`config.mk`:
```
export PLATFORM = sky130hd
export DESIGN_NAME = apb_cmd_master
export DESIGN_NICKNAME = d
export VERILOG_FILES = /design/src/rtl/apb_pkg.sv /design/src/rtl/apb_timeout_cnt.sv /design/src/rtl/apb_cmd_master.sv
export SDC_FILE = /design/constraint.sdc
export NUM_CORES = 1
export LEC_CHECK = 0
export BUFFER_PORTS_ARGS = -buffer_cell sky130_fd_sc_hd__buf_2
export CAP_MARGIN = 0
export CORE_MARGIN = 4
export CORE_UTILIZATION = 47
export DETAILED_ROUTE_END_ITERATION = 10
export HOLD_SLACK_MARGIN = 0.15
export PLACE_DENSITY = 0.8
export SLEW_MARGIN = 20
export SYNTH_ARGS = -nofsm -noshare
export SYNTH_HDL_FRONTEND = slang
export SYNTH_SLANG_ARGS = --single-unit
```
`constraint.sdc`:
```
create_clock -name pclkg -period 1.9 [get_ports pclkg]
set_input_delay 0.19 -clock pclkg [delete_from_list [all_inputs] [get_ports pclkg]]
set_output_delay 0.19 -clock pclkg [all_outputs]
set_load 0.1 [all_outputs]
```
`src/rtl/apb_pkg.sv`:
```
// Shared APB master types: bus field widths and the transfer FSM encoding.
package apb_pkg;

    localparam int APB_ADDR_LSB = 2;
    localparam int APB_ADDR_MSB = 11;
    localparam int APB_DATA_W   = 32;

    typedef enum logic [1:0] {
        IDLE   = 2'd0,
        SETUP  = 2'd1,
        ACCESS = 2'd2
    } apb_state_e;

endpackage

```
`src/rtl/apb_timeout_cnt.sv`:
```
// ACCESS-phase wait counter; tc_o flags the enabled cycle that would make the count reach MAX_COUNT.
// Single-cycle clear/increment, saturates at MAX_COUNT; MAX_COUNT=0 never raises tc_o.
module apb_timeout_cnt #(
    parameter int MAX_COUNT = 16
) (
    input  logic clk_i,
    input  logic rst_ni,
    input  logic clr_i,
    input  logic en_i,
    output logic tc_o
);

    localparam int CW = (MAX_COUNT > 0) ? $clog2(MAX_COUNT + 1) : 1;
    localparam logic [CW-1:0] CNT_LAST = (MAX_COUNT > 0) ? CW'(MAX_COUNT - 1) : '0;
    localparam logic [CW-1:0] CNT_FULL = CW'(MAX_COUNT);

    logic [CW-1:0] cnt_q;
    logic [CW-1:0] cnt_d;

    always_comb begin
        cnt_d = cnt_q;
        if (clr_i) begin
            cnt_d = '0;
        end else if (en_i && (cnt_q != CNT_FULL)) begin
            cnt_d = cnt_q + 1'b1;
        end
    end

    always_ff @(posedge clk_i or negedge rst_ni) begin
        if (!rst_ni) begin
            cnt_q <= '0;
        end else begin
            cnt_q <= cnt_d;
        end
    end

    assign tc_o = (MAX_COUNT > 0) && en_i && (cnt_q == CNT_LAST);

endmodule

```
`src/rtl/apb_cmd_master.sv`:
```
// Command-to-APB bridge: one transfer at a time, response after SETUP + ACCESS (min 3 cycles from cmd cycle).
// cmd_ready only in IDLE with the response slot free or draining; rsp held until rsp_ready.
module apb_cmd_master
    import apb_pkg::*;
#(
    parameter int TIMEOUT_CYCLES = 16
) (
    input  logic                               pclkg,
    input  logic                               presetn,
    input  logic                               cmd_valid,
    output logic                               cmd_ready,
    input  logic                               cmd_write,
    input  logic [APB_ADDR_MSB:APB_ADDR_LSB]   cmd_addr,
    input  logic [APB_DATA_W-1:0]              cmd_wdata,
    output logic                               rsp_valid,
    input  logic                               rsp_ready,
    output logic [APB_DATA_W-1:0]              rsp_rdata,
    output logic                               rsp_err,
    output logic                               rsp_timeout,
    output logic                               psel,
    output logic                               penable,
    output logic                               pwrite,
    output logic [APB_ADDR_MSB:APB_ADDR_LSB]   paddr,
    output logic [APB_DATA_W-1:0]              pwdata,
    input  logic [APB_DATA_W-1:0]              prdata,
    input  logic                               pready,
    input  logic                               pslverr
);

    apb_state_e                      state_q, state_d;
    logic                            pwrite_q;
    logic [APB_ADDR_MSB:APB_ADDR_LSB] paddr_q;
    logic [APB_DATA_W-1:0]           pwdata_q;
    logic                            rsp_valid_q, rsp_valid_d;
    logic [APB_DATA_W-1:0]           rsp_rdata_q, rsp_rdata_d;
    logic                            rsp_err_q, rsp_err_d;
    logic                            rsp_timeout_q, rsp_timeout_d;
    logic                            cmd_fire;
    logic                            cnt_clr, cnt_en, cnt_tc;

    assign cmd_ready = (state_q == IDLE) && (!rsp_valid_q || rsp_ready);
    assign cmd_fire  = cmd_valid && cmd_ready;

    apb_timeout_cnt #(
        .MAX_COUNT (TIMEOUT_CYCLES)
    ) u_timeout_cnt (
        .clk_i  (pclkg),
        .rst_ni (presetn),
        .clr_i  (cnt_clr),
        .en_i   (cnt_en),
        .tc_o   (cnt_tc)
    );

    always_comb begin
        state_d       = state_q;
        cnt_clr       = 1'b0;
        cnt_en        = 1'b0;
        rsp_valid_d   = rsp_valid_q && !rsp_ready;
        rsp_rdata_d   = rsp_rdata_q;
        rsp_err_d     = rsp_err_q;
        rsp_timeout_d = rsp_timeout_q;
        case (state_q)
            IDLE: begin
                if (cmd_fire) begin
                    state_d = SETUP;
                end
            end
            SETUP: begin
                state_d = ACCESS;
                cnt_clr = 1'b1;
            end
            ACCESS: begin
                // pready is checked first so it wins over a same-cycle timeout.
                if (pready) begin
                    state_d       = IDLE;
                    rsp_valid_d   = 1'b1;
                    rsp_rdata_d   = pwrite_q ? '0 : prdata;
                    rsp_err_d     = pslverr;
                    rsp_timeout_d = 1'b0;
                end else begin
                    cnt_en = 1'b1;
                    if (cnt_tc) begin
                        state_d       = IDLE;
                        rsp_valid_d   = 1'b1;
                        rsp_rdata_d   = '0;
                        rsp_err_d     = 1'b1;
                        rsp_timeout_d = 1'b1;
                    end
                end
            end
            default: begin
                state_d = IDLE;
            end
        endcase
    end

    always_ff @(posedge pclkg or negedge presetn) begin
        if (!presetn) begin
            state_q       <= IDLE;
            pwrite_q      <= 1'b0;
            paddr_q       <= '0;
            pwdata_q      <= '0;
            rsp_valid_q   <= 1'b0;
            rsp_rdata_q   <= '0;
            rsp_err_q     <= 1'b0;
            rsp_timeout_q <= 1'b0;
        end else begin
            state_q       <= state_d;
            rsp_valid_q   <= rsp_valid_d;
            rsp_rdata_q   <= rsp_rdata_d;
            rsp_err_q     <= rsp_err_d;
            rsp_timeout_q <= rsp_timeout_d;
            if (cmd_fire) begin
                pwrite_q <= cmd_write;
                paddr_q  <= cmd_addr;
                pwdata_q <= cmd_wdata;
            end
        end
    end

    assign psel        = (state_q != IDLE);
    assign penable     = (state_q == ACCESS);
    assign pwrite      = pwrite_q;
    assign paddr       = paddr_q;
    assign pwdata      = pwdata_q;
    assign rsp_valid   = rsp_valid_q;
    assign rsp_rdata   = rsp_rdata_q;
    assign rsp_err     = rsp_err_q;
    assign rsp_timeout = rsp_timeout_q;

endmodule

```
Yosys cells after proc, flatten, opt, wreduce, memory -nomap -nowiden
Index checks and enable logic that the tools add are counted.
Widths: inputs -> output; s select.
Operators by class
  add/sub/neg operators: 1
  equality and inequality tests: 6
  multiplexer cells: 18
  reductions and logical operators: 14
Operators by type and width (number)
  $mux 32: 3
  $mux 5: 2
  $mux 1: 9
  $mux 2: 3
  $pmux 2 s3: 1
  $reduce_bool 2->1: 3
  $add 5x1->5 const B: 1
  $eq 5x4->1 const B: 1
  $logic_and 1x1->1: 5
  $ne 5x5->1 const B: 1
  $reduce_and 2->1: 2
  $ne 3x1->1 const B: 1
  $eq 2x1->1 const B: 1
  $eq 2x2->1 const B: 1
  $logic_not 1->1: 2
  $logic_not 2->1: 1
  $ne 2x2->1 const B: 1
  $logic_or 1x1->1: 1
Word-level totals
  register bits: 85
  input bits: 81
  output and inout bits: 81
  logic and storage cells: 48

Depth between registers and ports, before layout
  depth in word-level cells: 6
  gate-level depth with buffers: 7
  depth with buffers taken out: 6

Cells and area by module
A second synthesis with hierarchy kept.
Second synthesis, totals
  cells, all modules: 285
  area total of the unflattened synthesis: 3727.3 um2
Modules (own cells, without submodules)
  apb_cmd_master: instances 1, cells an instance 255, area each 3430.8 um2, seq. area each 2001.9 um2
  apb_timeout_cnt: instances 1, cells an instance 30, area each 296.5 um2, seq. area each 125.1 um2

Worst setup path before layout
No wires, ideal clock.
  path type: flip-flop to output port
  start point: reg rsp_valid_q, in the netlist rsp_valid
  end point: out cmd_ready
  data arrival time: 1816 ps
  required time: 1710 ps
  setup slack: -106 ps
  cell stages (with the launch flop): 3
  path buffers: 0
  path through: dfrtp_1 nand2b_1 and2_1
On the way
  word-level cells in the longest chain between the ends: 3
Ends and longest elaborated chain
  start, declared: RTL line apb_cmd_master.sv:34  | logic rsp_valid_q, rsp_valid_d;
  start signal, assigned: RTL line apb_cmd_master.sv:109  | rsp_valid_q <= rsp_valid_d;
  $logic_not 1->1: RTL line apb_cmd_master.sv:41  | assign cmd_ready = (state_q == IDLE) && (!rsp_valid_q || rsp_ready);
  $logic_or 1x1->1: RTL line apb_cmd_master.sv:41
  $logic_and 1x1->1: RTL line apb_cmd_master.sv:41
  end, declared: RTL line apb_cmd_master.sv:11  | output logic cmd_ready,
Every way passes these cells.

Worst setup path after layout
  start point: reg u_timeout_cnt.cnt_q[0]
  end point: reg rsp_rdata_q[19], in the netlist rsp_rdata[19]
On the way
  word-level cells in the longest chain between the ends: 4
Ends and longest elaborated chain
  start, declared: RTL line apb_timeout_cnt.sv:17  | logic [CW-1:0] cnt_q;
  start signal, assigned: RTL line apb_timeout_cnt.sv:33  | cnt_q <= cnt_d;
  $eq 5x4->1: RTL line apb_timeout_cnt.sv:37  | assign tc_o = (MAX_COUNT > 0) && en_i && (cnt_q == CNT_LAST);
  $logic_and 1x1->1: RTL line apb_timeout_cnt.sv:37
  $reduce_bool 2->1 (no source line)
  $reduce_and 2->1 (no source line)
  end signal, assigned: RTL line apb_cmd_master.sv:110  | rsp_rdata_q <= rsp_rdata_d;
  end, declared: RTL line apb_cmd_master.sv:35  | logic [APB_DATA_W-1:0] rsp_rdata_q, rsp_rdata_d;
Every way passes these cells.
A chain may end at the register's enable or synchronous reset.

==> impl_results.md <==
- Gate count after technology mapping: 294
- Number of global-route vias before repair: 3575
- Hold Path Sink: state_q[0]
- Arrival @ worst endpoint: 1.98 ns
- Reg2Reg Capture Point: rsp_rdata[19]
- Crit path cell chain: ha_1 > and3_1 > ha_1 > nor2_2 > buf_12 > o21ai_0 > o21ai_0
- First-pass GRT wire length: 17400 um
- Max-Cap Viols: 0
- Most frequent cells in the layout: buf_2, dfrtp_1, dlygate4sd3_1
- Layout cells sized above 1: 44.5%
- CTS buffer count: 9
- Post-synthesis cell type count: 34
- Outcome: finished, final reports clean
- Crit path buf inv count: 1
- Slew of the pin with the lowest slew margin: 0.559 ns
- Final Cycle Share: 92.9%
- Root Driver: clkbuf_8
- DP HPWL: 6680 um
- Syn Nets: 378
- Die H: 96.4 um
- CTS tree: yes
- Row cnt: 31
- # H-tree levels: 3
- Post-synth EDFFs: 0
- Asr flop ratio synth: 100%
- Pins Over Slew Limit: 0
- Delay-heaviest family, CP: flip-flops
- Commonest non-fill, non-tap cell in the layout: buf_2
- Worst Hold Depth: 3
- Via-to-Cell Ratio: 5.21
- Setup Viol. Count Final: 0
- Mapped Avg Cell Area: 12.5 um2
- Final count of hold timing violations: 0
- Reg2reg setup slack: 0.14 ns
- Initial antenna violation count: 0
- Crit path capture type: flop
- Seq/Total Area, Yosys: 57.9%
- Min Clock Period, post-route: 1.76 ns
- Worst r2r src: u_timeout_cnt.cnt_q[0]
- DRC Markers: 0
- RD Place Congestion: 0.810
- Ports: 162
- HP Class: input pin to flop
- Area Overhead vs Synth: 52.7%
- Worst Skew: 0.0130 ns
- Initial DRC count: 195
- CP Class: flop to flop
- Worst Setup SP: u_timeout_cnt.cnt_q[0]
- Clk slew on worst S/H paths: 0.10 ns
- GR Overflow Total: 0
- Starting Density: 49.6%
- CP max stage delay: 0.43 ns
- WL per Instance: 17.7 um
- Hold_ws: 0.261 ns
- Clock sinks: 85
- Worst Reg-to-Reg Cells: 7
- Nets: 621
- Slew margin rel.: 62.7%
- Synth warnings: 0
- DRT antenna net count: 0
- Largest net degree at the start of global routing: 45
- Min-delay src: cmd_valid
- Pre-antenna DRT Iters: 5
- Via count: 3346
- Slowest CP cell: dfrtp_1
- Main synth FF type: dfrtp_1
- PortBufs: 161
- Die ar.: 9290 um2
- Gr usage total: 24.6%
- Final wirelength: 11400 um
- Number of synthesized register bits: 85
- RSZ-0062 raised after global routing: no
- Core region area: 7410 um2
- Post-Syn Area: 3670 um2
- Fmax: 0.567 GHz
- Crit Path Max Fanout: 32
- Setup total negative slack: 0 ns
- Startpoint types: flop
- Clk Latency, worst-skew pair: 0.35 ns
- CP required: 2.12 ns
- Max Root-Sink Buffers: 2
- Die width: 96.4 um
-- Yosys cell counts, types with 2 or more instances --
master,instances,area [um2]
a32oi_1,2,17.5
inv_1,10,37.5
mux2_2,4,45.0
and3_1,2,12.5
dfrtp_1,85,2130
ha_1,3,37.5
buf_6,4,45.0
buf_2,7,35.0
nand2_1,34,128
clkbuf_1,9,33.8
nor3b_1,2,15.0
mux2_4,39,586
o21ai_1,5,25.0
nand2b_1,3,18.8
o31ai_1,2,15.0
a21oi_1,3,15.0
nor2_1,2,7.51
o211ai_1,2,15.0
nor2b_1,2,12.5
o21ai_0,60,300
-- through the flow --
step,cell area (um2),util [%],worst slack (ns),std cells
final,5610,75.7,0.135,642
after global routing,5600,75.6,0.00433,641
after CTS,5600,75.6,0.133,641
after detailed placement,4640,62.7,0.142,547
after global placement,4640,62.7,0.244,547
after floorplan,3670,-,0.0232,294
-- worst max path at each step --
stage	endpoint	slack, ns	cells after the start
floorplan	rsp_rdata[13]	0.02	5
detailed placement	rsp_rdata[19]	0.14	7
global placement	rsp_rdata[24]	0.24	7
global route	rsp_rdata[19]	0.004	7
finish	rsp_rdata[19]	0.14	7
CTS	rsp_rdata[19]	0.13	7
-- cell type report --
type                       count  area (um2)
sequential                    85        2130
fill                         468        1800
timing repair buffer         252        1740
multi-input combinational    179        1400
clock buffer                   9         124
tap                           99         124
clock inverter                 7        51.3
inverter                      10        37.5
antenna                        1        2.50
-- logic make-up (layout without fill, tap and decap cells) --
kind of cell / after synthesis / in the layout / share of synthesized area (%)
DFF: 85 / 85 / 57.9
AOI/OAI and AO/OA: 80 / 80 / 12.1
and+or+nand+nor: 53 / 53 / 7.67
muxes: 43 / 43 / 17.2
buffers and inverters: 30 / 278 / 4.12
adders and majority gates: 3 / 3 / 1.02
other: 0 / 1 / 0
-- flip-flops by register name, indices dropped and copies added (netlist names) --
name,flops
pwrite,1
state_q,2
rsp_valid,1
pwdata,32
rsp_rdata,32
paddr,10
u_timeout_cnt.cnt_q,5
rsp_err,1
rsp_timeout,1
-- worst reg2reg max path: cells and delay by family, from the launching register on --
family	cells	cell delay (ns)
adder cells (fa/ha/maj)	2	0.41
AND/OR/NAND/NOR	2	0.23
buffers and inverters	1	0.17
flip-flops	1	0.43
AO/OA/AOI/OAI	2	0.42
-- repair_timing --
item / 4_1_cts / 5_1_grt
hold buffers: 78 / 0
endpoints found under the hold margin: 119 / 0
resized for setup: 0 / 1
endpoints found under the setup margin: 0 / 5
buffers inserted: 0 / 0
-- routing by layer --
metal | GRT usage [%] | routed length, um | vias to the layer above
li1 | - | - | 1510
met3 | 6.04 | 1010 | 42
met2 | 42.6 | 5660 | 194
met4 | 12.5 | 379 | 0
met1 | 28.4 | 4320 | 1600
met5 | 0 | 0 | -
Power is not shown: default switching activity piles up to over one toggle a cycle in this logic, so the estimate is an artifact.
